<file path="config.mk">
export PLATFORM = sky130hd
export DESIGN_NAME = flop_chain_seq
export DESIGN_NICKNAME = d
export VERILOG_FILES = /design/src/rtl/flop_chain_seq.sv
export SDC_FILE = /design/constraint.sdc
export NUM_CORES = 1
export LEC_CHECK = 0
export CORE_AREA = 4 4 41 43
export CTS_CLUSTER_DIAMETER = 150
export DETAILED_ROUTE_END_ITERATION = 8
export DIE_AREA = 0 0 45 47
export PLACE_DENSITY_LB_ADDON = 0.1
export SKIP_CTS_REPAIR_TIMING = 1
export SLEW_MARGIN = 25
export SYNTH_ARGS = -nofsm -noshare
export SYNTH_HDL_FRONTEND = slang
export SYNTH_SLANG_ARGS = --single-unit
export TNS_END_PERCENT = 20
</file>
<file path="constraint.sdc">
create_clock -name clk -period 3.4 [get_ports clk]
set_input_delay 0.34 -clock clk [delete_from_list [all_inputs] [get_ports clk]]
set_output_delay 0.34 -clock clk [all_outputs]
set_load 0.01 [all_outputs]
</file>
<file path="src/rtl/flop_chain_seq.sv">
`timescale 1ns/1ps
// Sequencing controller for an external DEPTH-stage flop chain: arbitrates two requesters onto
// stage 0, drives the common shift enable and tracks per-stage valid/tag bits. Macro FLOP_CHAIN_SEQ_RR_EN.
module flop_chain_seq #(
  parameter int DEPTH = 4,
  parameter int WIDTH = 1
) (
  input  logic                         clk,
  input  logic                         rst_n,
  input  logic                         in0_valid,
  input  logic [WIDTH-1:0]             in0_data,
  output logic                         in0_ready,
  input  logic                         in1_valid,
  input  logic [WIDTH-1:0]             in1_data,
  output logic                         in1_ready,
  output logic                         shift_en,
  output logic [WIDTH-1:0]             chain_d,
  input  logic [WIDTH-1:0]             chain_q,
  output logic                         out_valid,
  output logic [WIDTH-1:0]             out_data,
  input  logic                         out_ready,
  output logic [$clog2(DEPTH+1)-1:0]   occupancy,
  output logic                         src_tag
);

  localparam int OCC_W = $clog2(DEPTH + 1);

  if (DEPTH < 2 || DEPTH > 16) begin : g_depth_check
    $error("flop_chain_seq: DEPTH must be within 2..16");
  end

  logic [DEPTH-1:0] v_r;
  logic [DEPTH-1:0] t_r;
  logic [DEPTH-1:0] v_next_s;
  logic [DEPTH-1:0] t_next_s;
  logic [OCC_W-1:0] occ_r;
  logic             head_free_s;
  logic             any_req_s;
  logic             shift_en_s;
  logic             acc_s;
  logic             gnt_s;

  function automatic logic [OCC_W-1:0] popcount(input logic [DEPTH-1:0] vec);
    logic [OCC_W-1:0] cnt;
    cnt = {OCC_W{1'b0}};
    for (int i = 0; i < DEPTH; i++) begin
      cnt = cnt + OCC_W'(vec[i]);
    end
    return cnt;
  endfunction

`ifdef FLOP_CHAIN_SEQ_RR_EN
  logic ptr_r;

  // Grant selection: ptr breaks ties, a lone requester always wins
  always_comb begin
    if (in0_valid && in1_valid) begin
      gnt_s = ptr_r;
    end else if (in1_valid) begin
      gnt_s = 1'b1;
    end else begin
      gnt_s = 1'b0;
    end
  end

  // Round-robin pointer: prefer the other requester after every accepted item
  always_ff @(posedge clk or negedge rst_n) begin
    if (!rst_n) begin
      ptr_r <= 1'b0;
    end else if (acc_s) begin
      ptr_r <= !gnt_s;
    end else begin
      ptr_r <= ptr_r;
    end
  end
`else
  // Grant selection: fixed priority, in0 over in1
  always_comb begin
    if (in0_valid) begin
      gnt_s = 1'b0;
    end else if (in1_valid) begin
      gnt_s = 1'b1;
    end else begin
      gnt_s = 1'b0;
    end
  end
`endif

  // Shift decision, handshakes and next valid/tag vectors; no shifting while reset is held
  always_comb begin
    head_free_s = !v_r[DEPTH-1] || out_ready;
    any_req_s   = in0_valid || in1_valid;
    shift_en_s  = rst_n && head_free_s && ((|v_r) || any_req_s);
    acc_s       = shift_en_s && any_req_s;
    in0_ready   = acc_s && !gnt_s && in0_valid;
    in1_ready   = acc_s && gnt_s && in1_valid;
    if (acc_s) begin
      chain_d = gnt_s ? in1_data : in0_data;
    end else begin
      chain_d = {WIDTH{1'b0}};
    end
    if (shift_en_s) begin
      v_next_s = {v_r[DEPTH-2:0], acc_s};
      t_next_s = {t_r[DEPTH-2:0], gnt_s && acc_s};
    end else begin
      v_next_s = v_r;
      t_next_s = t_r;
    end
  end

  // Stage tracking state; occupancy registered from the next valid vector so it matches v_r
  always_ff @(posedge clk or negedge rst_n) begin
    if (!rst_n) begin
      v_r   <= {DEPTH{1'b0}};
      t_r   <= {DEPTH{1'b0}};
      occ_r <= {OCC_W{1'b0}};
    end else begin
      v_r   <= v_next_s;
      t_r   <= t_next_s;
      occ_r <= popcount(v_next_s);
    end
  end

  assign shift_en  = shift_en_s;
  assign out_valid = v_r[DEPTH-1];
  assign out_data  = chain_q;
  assign src_tag   = t_r[DEPTH-1];
  assign occupancy = occ_r;

endmodule

</file>
# Yosys cells after proc, flatten, opt, wreduce, memory -nomap -nowiden
# Cells that the tools add are included.
[totals] ff_bits=11 in_bits=8 out_inout_bits=10 word_cells=24
[op_classes] addsub=3 mux=5 n_reduce_logical=13
[op_table] cell="$logic_and A1 B1 Y1" n=7
[op_table] cell="$mux W1" n=4
[op_table] cell="$mux W4" n=1
[op_table] cell="$reduce_or A4 Y1" n=1
[op_table] cell="$add A2 B1 Y3" n=1
[op_table] cell="$add A3 B1 Y3" n=1
[op_table] cell="$logic_or A1 B1 Y1" n=3
[op_table] cell="$add A1 B1 Y2" n=1
[op_table] cell="$logic_not A1 Y1" n=2

# Longest topological paths before layout
[logic_depth] ltp_word=9 ltp_mapped=7 depth_no_buf=7

# Worst setup path before layout
# Ideal clock, no wire load.
[synth_timing] path_type="reg-to-reg" start="reg v_r[3]" end="reg occ_r[1] (netlist: occupancy[1])" setup_time_ns=0.126 t_arrival_ns=2.092 required_ns=3.274 slack_ns=1.182 path_stages_with_launch=8 path_buffers=0 synth_period_minus_slack_ns=2.218 path_cell_list="dfrtp_1 > or2b_1 > nand2_1 > mux2i_1 > fa_1 > inv_1 > ha_1 > ha_1"
[synth_via] elab_chain_len=9 word_cells_on_any_way=11 cone_classes="3 x add/sub; 1 x mux; 7 x reduce/logical"
[synth_rtl] item="start, declared" line_no="32" text="logic [DEPTH-1:0] v_r;"
[synth_rtl] item="start signal, assigned" line_no="114" text="v_r <= {DEPTH{1'b0}};"
[synth_rtl] item="start signal, assigned" line_no="118" text="v_r <= v_next_s;"
[synth_rtl] item="$logic_not A1 Y1" line_no="91" text="head_free_s = !v_r[DEPTH-1] || out_ready;"
[synth_rtl] item="$logic_or A1 B1 Y1" line_no="91"
[synth_rtl] item="$logic_and A1 B1 Y1 (2 in a row)" line_no="93" text="shift_en_s = rst_n && head_free_s && ((|v_r) || any_req_s);"
[synth_rtl] item="$logic_and A1 B1 Y1" line_no="94" text="acc_s = shift_en_s && any_req_s;"
[synth_rtl] item="$mux W4 (*)" line_no="102" text="if (shift_en_s) begin"
[synth_rtl] item="$add A1 B1 Y2" line_no="47" text="cnt = cnt + OCC_W'(vec[i]);"
[synth_rtl] item="$add A2 B1 Y3" line_no="47"
[synth_rtl] item="$add A3 B1 Y3 (*)" line_no="47"
[synth_rtl] item="end signal, assigned" line_no="116" text="occ_r <= {OCC_W{1'b0}};"
[synth_rtl] item="end signal, assigned" line_no="120" text="occ_r <= popcount(v_next_s);"
[synth_rtl] item="end, declared" line_no="36" text="logic [OCC_W-1:0] occ_r;"
# Mark *: on every way between the ends. The rest lies on a longest branch, timed or not.
# A chain may end at the register's enable or synchronous reset.

# Worst setup path after layout
[layout_timing] start="in out_ready" end="reg occ_r[1] (netlist: occupancy[1])"
[layout_via] elab_chain_len=8
[layout_rtl] item="start, declared" line_no="21" text="input logic out_ready,"
[layout_rtl] item="$logic_or A1 B1 Y1 (*)" line_no="91"
[layout_rtl] item="$logic_and A1 B1 Y1 (*) (2 in a row)" line_no="93"
[layout_rtl] item="$logic_and A1 B1 Y1" line_no="94"
[layout_rtl] item="$mux W4 (*)" line_no="102"
[layout_rtl] item="$add A1 B1 Y2" line_no="47"
[layout_rtl] item="$add A2 B1 Y3" line_no="47"
[layout_rtl] item="$add A3 B1 Y3 (*)" line_no="47"
# Marked as above.

==> results.json <==
{
  "flow.area_growth_from_synthesis_pct": 36.6,
  "netlist_area_um2": 537,
  "min_path_type": "primary input to asynchronous set/reset pin",
  "leakage_nw": 0.344,
  "synthesis.area_per_instance_um2": 13.8,
  "drt-total-wl_um": 896,
  "start_util": 0.413,
  "peakVddDrop_v": 0.000385,
  "postSynthNetCount": 50,
  "grt_use_total": 0.107,
  "insertedDiodeCount": 0,
  "post-route-util": 0.563,
  "worstSkewPairLatency_ns": 0.26,
  "dieWidth_um": 45,
  "fillerInstances": 121,
  "path_common_cell": "ha_1",
  "clk_pin_slew_worst_paths_ns": 0.07,
  "unrepaired_setup_endpoints_after_global_routing": "no",
  "via_count": 353,
  "crit_path_max_fanout": 8,
  "clock_skew_ns": 0.00283,
  "h-tree-depth": 1,
  "cp_slowest_stage_delay_ns": 0.55,
  "clockBufferDepth": 2,
  "tritoncts_num_sinks": 11,
  "start_kind": "primary input",
  "ordered_list_of_cells_on_the_worst_path": "clkdlybuf4s50_1 -> or2b_1 -> nand2_1 -> mux2i_1 -> fa_1 -> inv_1 -> ha_1 -> ha_1",
  "num-nets-final": 70,
  "post_drt_wl_per_cell_um": 12.3,
  "gr-total-overflow": 0,
  "worst_pin_slew_ns": 0.335,
  "proportion_of_layout_cells_with_a_drive_suffix_above_1": 0.276,
  "drt-initial-drc-count": 2,
  "synth.distinct_cells": 17,
  "maxSlewHeadroom": 0.776,
  "crit_slowest_cell": "fa_1",
  "pin_count": 18,
  "ys.warnings.count": 0,
  "finalMaxSlewViolations": 0,
  "required_ns": 3.55,
  "total_number_of_placement_rows": 13,
  "core_um2": 1300,
  "critical_path.n_buffers_inverters": 2,
  "grt_pass1_wl_mm": 1.57,
  "path_depth": 8,
  "drc": 0,
  "max-cap-violations": 0,
  "clock-root-buffer": "clkbuf_4",
  "place.port_buffers": 15,
  "result_of_the_run": "complete, no violations",
  "cp_top_family": "adder cells",
  "vias_per_cell": 4.84,
  "tritoncts.num_buffers": 3,
  "max_clock_freq_mhz": 422,
  "r2r_cells": 7,
  "die_h_um": 47,
  "post_synth_inst_count": 39,
  "route.antenna.remaining_nets": 0,
  "antenna_found_initial": 0,
  "floorplan.die_area_um2": 2120,
  "hold_viol": 0,
  "drt_first_pass_iters": 4,
  "arrival_worst_endpoint_ns": 2.52,
  "multi_input_combinational_cell_area_um2": 243,
  "layout.area.seq_um2": 275,
  "total_negative_slack_ns": 0,
  "critical_path_class": "primary input to register",
  "pwr_density_cell_nw_per_um2": 714,
  "min_period_over_period": 0.697,
  "first_global_vias": 361,
  "synth-seq-area-share": 0.513,
  "cts_tree": "built",
  "post-route-min-period_ns": 2.37,
  "maximum_number_of_pins_on_one_net_before_global_route_repair": 15,
  "place.detailed.hpwl_um": 741,
  "final-setup-viol-count": 0,
  "ys_ff_latch": 11,
  "critical_path.endpoint_type": "register",
  "globalplace.congestion": 0.693
}
==> cells by family after synthesis <==
family | after synthesis | share of synthesized area
AO/OA/AOI/OAI | 3 | 0.0699
adder cells (fa/ha/maj) | 3 | 0.0839
buffers and inverters | 4 | 0.0350
flip-flops | 11 | 0.513
multiplexers | 10 | 0.203
AND/OR/NAND/NOR | 8 | 0.0956
==> power by group <==
part	internal [mW]	leakage, nW	switching [mW]
clock	0.0434	0.0177	0.0398
sequential	0.189	0.129	0.0293
combinational	0.130	0.197	0.0920
==> through the flow <==
step	instance area, µm²	total power, mW	hold slack (ns)	std cells	setup WS [ns]
floorplan	537	0.342	0.0444	39	1.18
global placement	706	0.436	0.463	69	0.800
detailed placement	706	0.450	0.475	69	0.761
CTS	733	0.536	0.423	73	1.03
global route	733	0.577	0.413	73	0.945
finish	733	0.524	0.420	73	1.03
==> cells in the final DEF (no fill, tap or decap) <==
cell type and instances:
a21o_2 1, a22oi_1 1, and3_1 2, buf_4 1
clkbuf_4 3, clkdlybuf4s50_1 15, clkinv_2 1, dfrtp_1 11
fa_1 1, ha_1 2, inv_1 3, mux2_2 7
mux2i_1 3, nand2_1 1, nor2_1 1, nor2b_1 1
o211ai_4 1, or2_2 1, or2b_1 1, or4_4 1
==> synth_stat cells <==
cell type | instances | area, µm²
dfrtp_1 | 11 | 275
mux2_2 | 7 | 78.8
inv_1 | 3 | 11.3
mux2i_1 | 3 | 30.0
and3_1 | 2 | 12.5
ha_1 | 2 | 25.0
a21o_2 | 1 | 8.76
a22oi_1 | 1 | 7.51
buf_4 | 1 | 7.51
fa_1 | 1 | 20.0
nand2_1 | 1 | 3.75
nor2_1 | 1 | 3.75
nor2b_1 | 1 | 6.26
o211ai_4 | 1 | 21.3
or2_2 | 1 | 6.26
or2b_1 | 1 | 7.51
or4_4 | 1 | 11.3
==> metal layers <==
layer,GRT usage,share of wire,vias up
met1,0.113,0.41,163
met3,0.0383,0.098,2
met4,0.0760,0.011,0
met2,0.178,0.48,11
met5,0,0,-
li1,-,-,177
==> final timing paths <==
kind | from | end | slack [ns]
max | out_ready | occupancy[1] | 1.03
min | rst_n | t_r[2] | 0.42
max reg2reg | v_r[3] | occupancy[1] | 1.12
min reg2reg | t_r[0] | t_r[0] | 0.49
max in group asynchronous | rst_n | v_r[2] | 2.81
min in group clk | t_r[0] | t_r[0] | 0.49
==> registers in the layout, summed over array words and instances (netlist names) <==
name,count
occupancy,3
t_r,4
v_r,4
==> worst reg2reg max path: cells and delay by family (launching register included) <==
kind / cells / cell delay [ns]
adder cells (fa/ha/maj): 3 / 0.98
AND/OR/NAND/NOR: 2 / 0.60
flip-flops: 1 / 0.39
multiplexers: 1 / 0.16
buffers and inverters: 1 / 0.04
==> final cells by class <==
cell class              count  area share
clock buffers               3      0.0307
clock inverters             1     0.00683
inverters                   3      0.0154
multi-input cells          24       0.331
flip-flops and latches     11       0.375
well taps                  15      0.0256
repair buffers             16       0.215
Power figures use the tool's default switching activity.
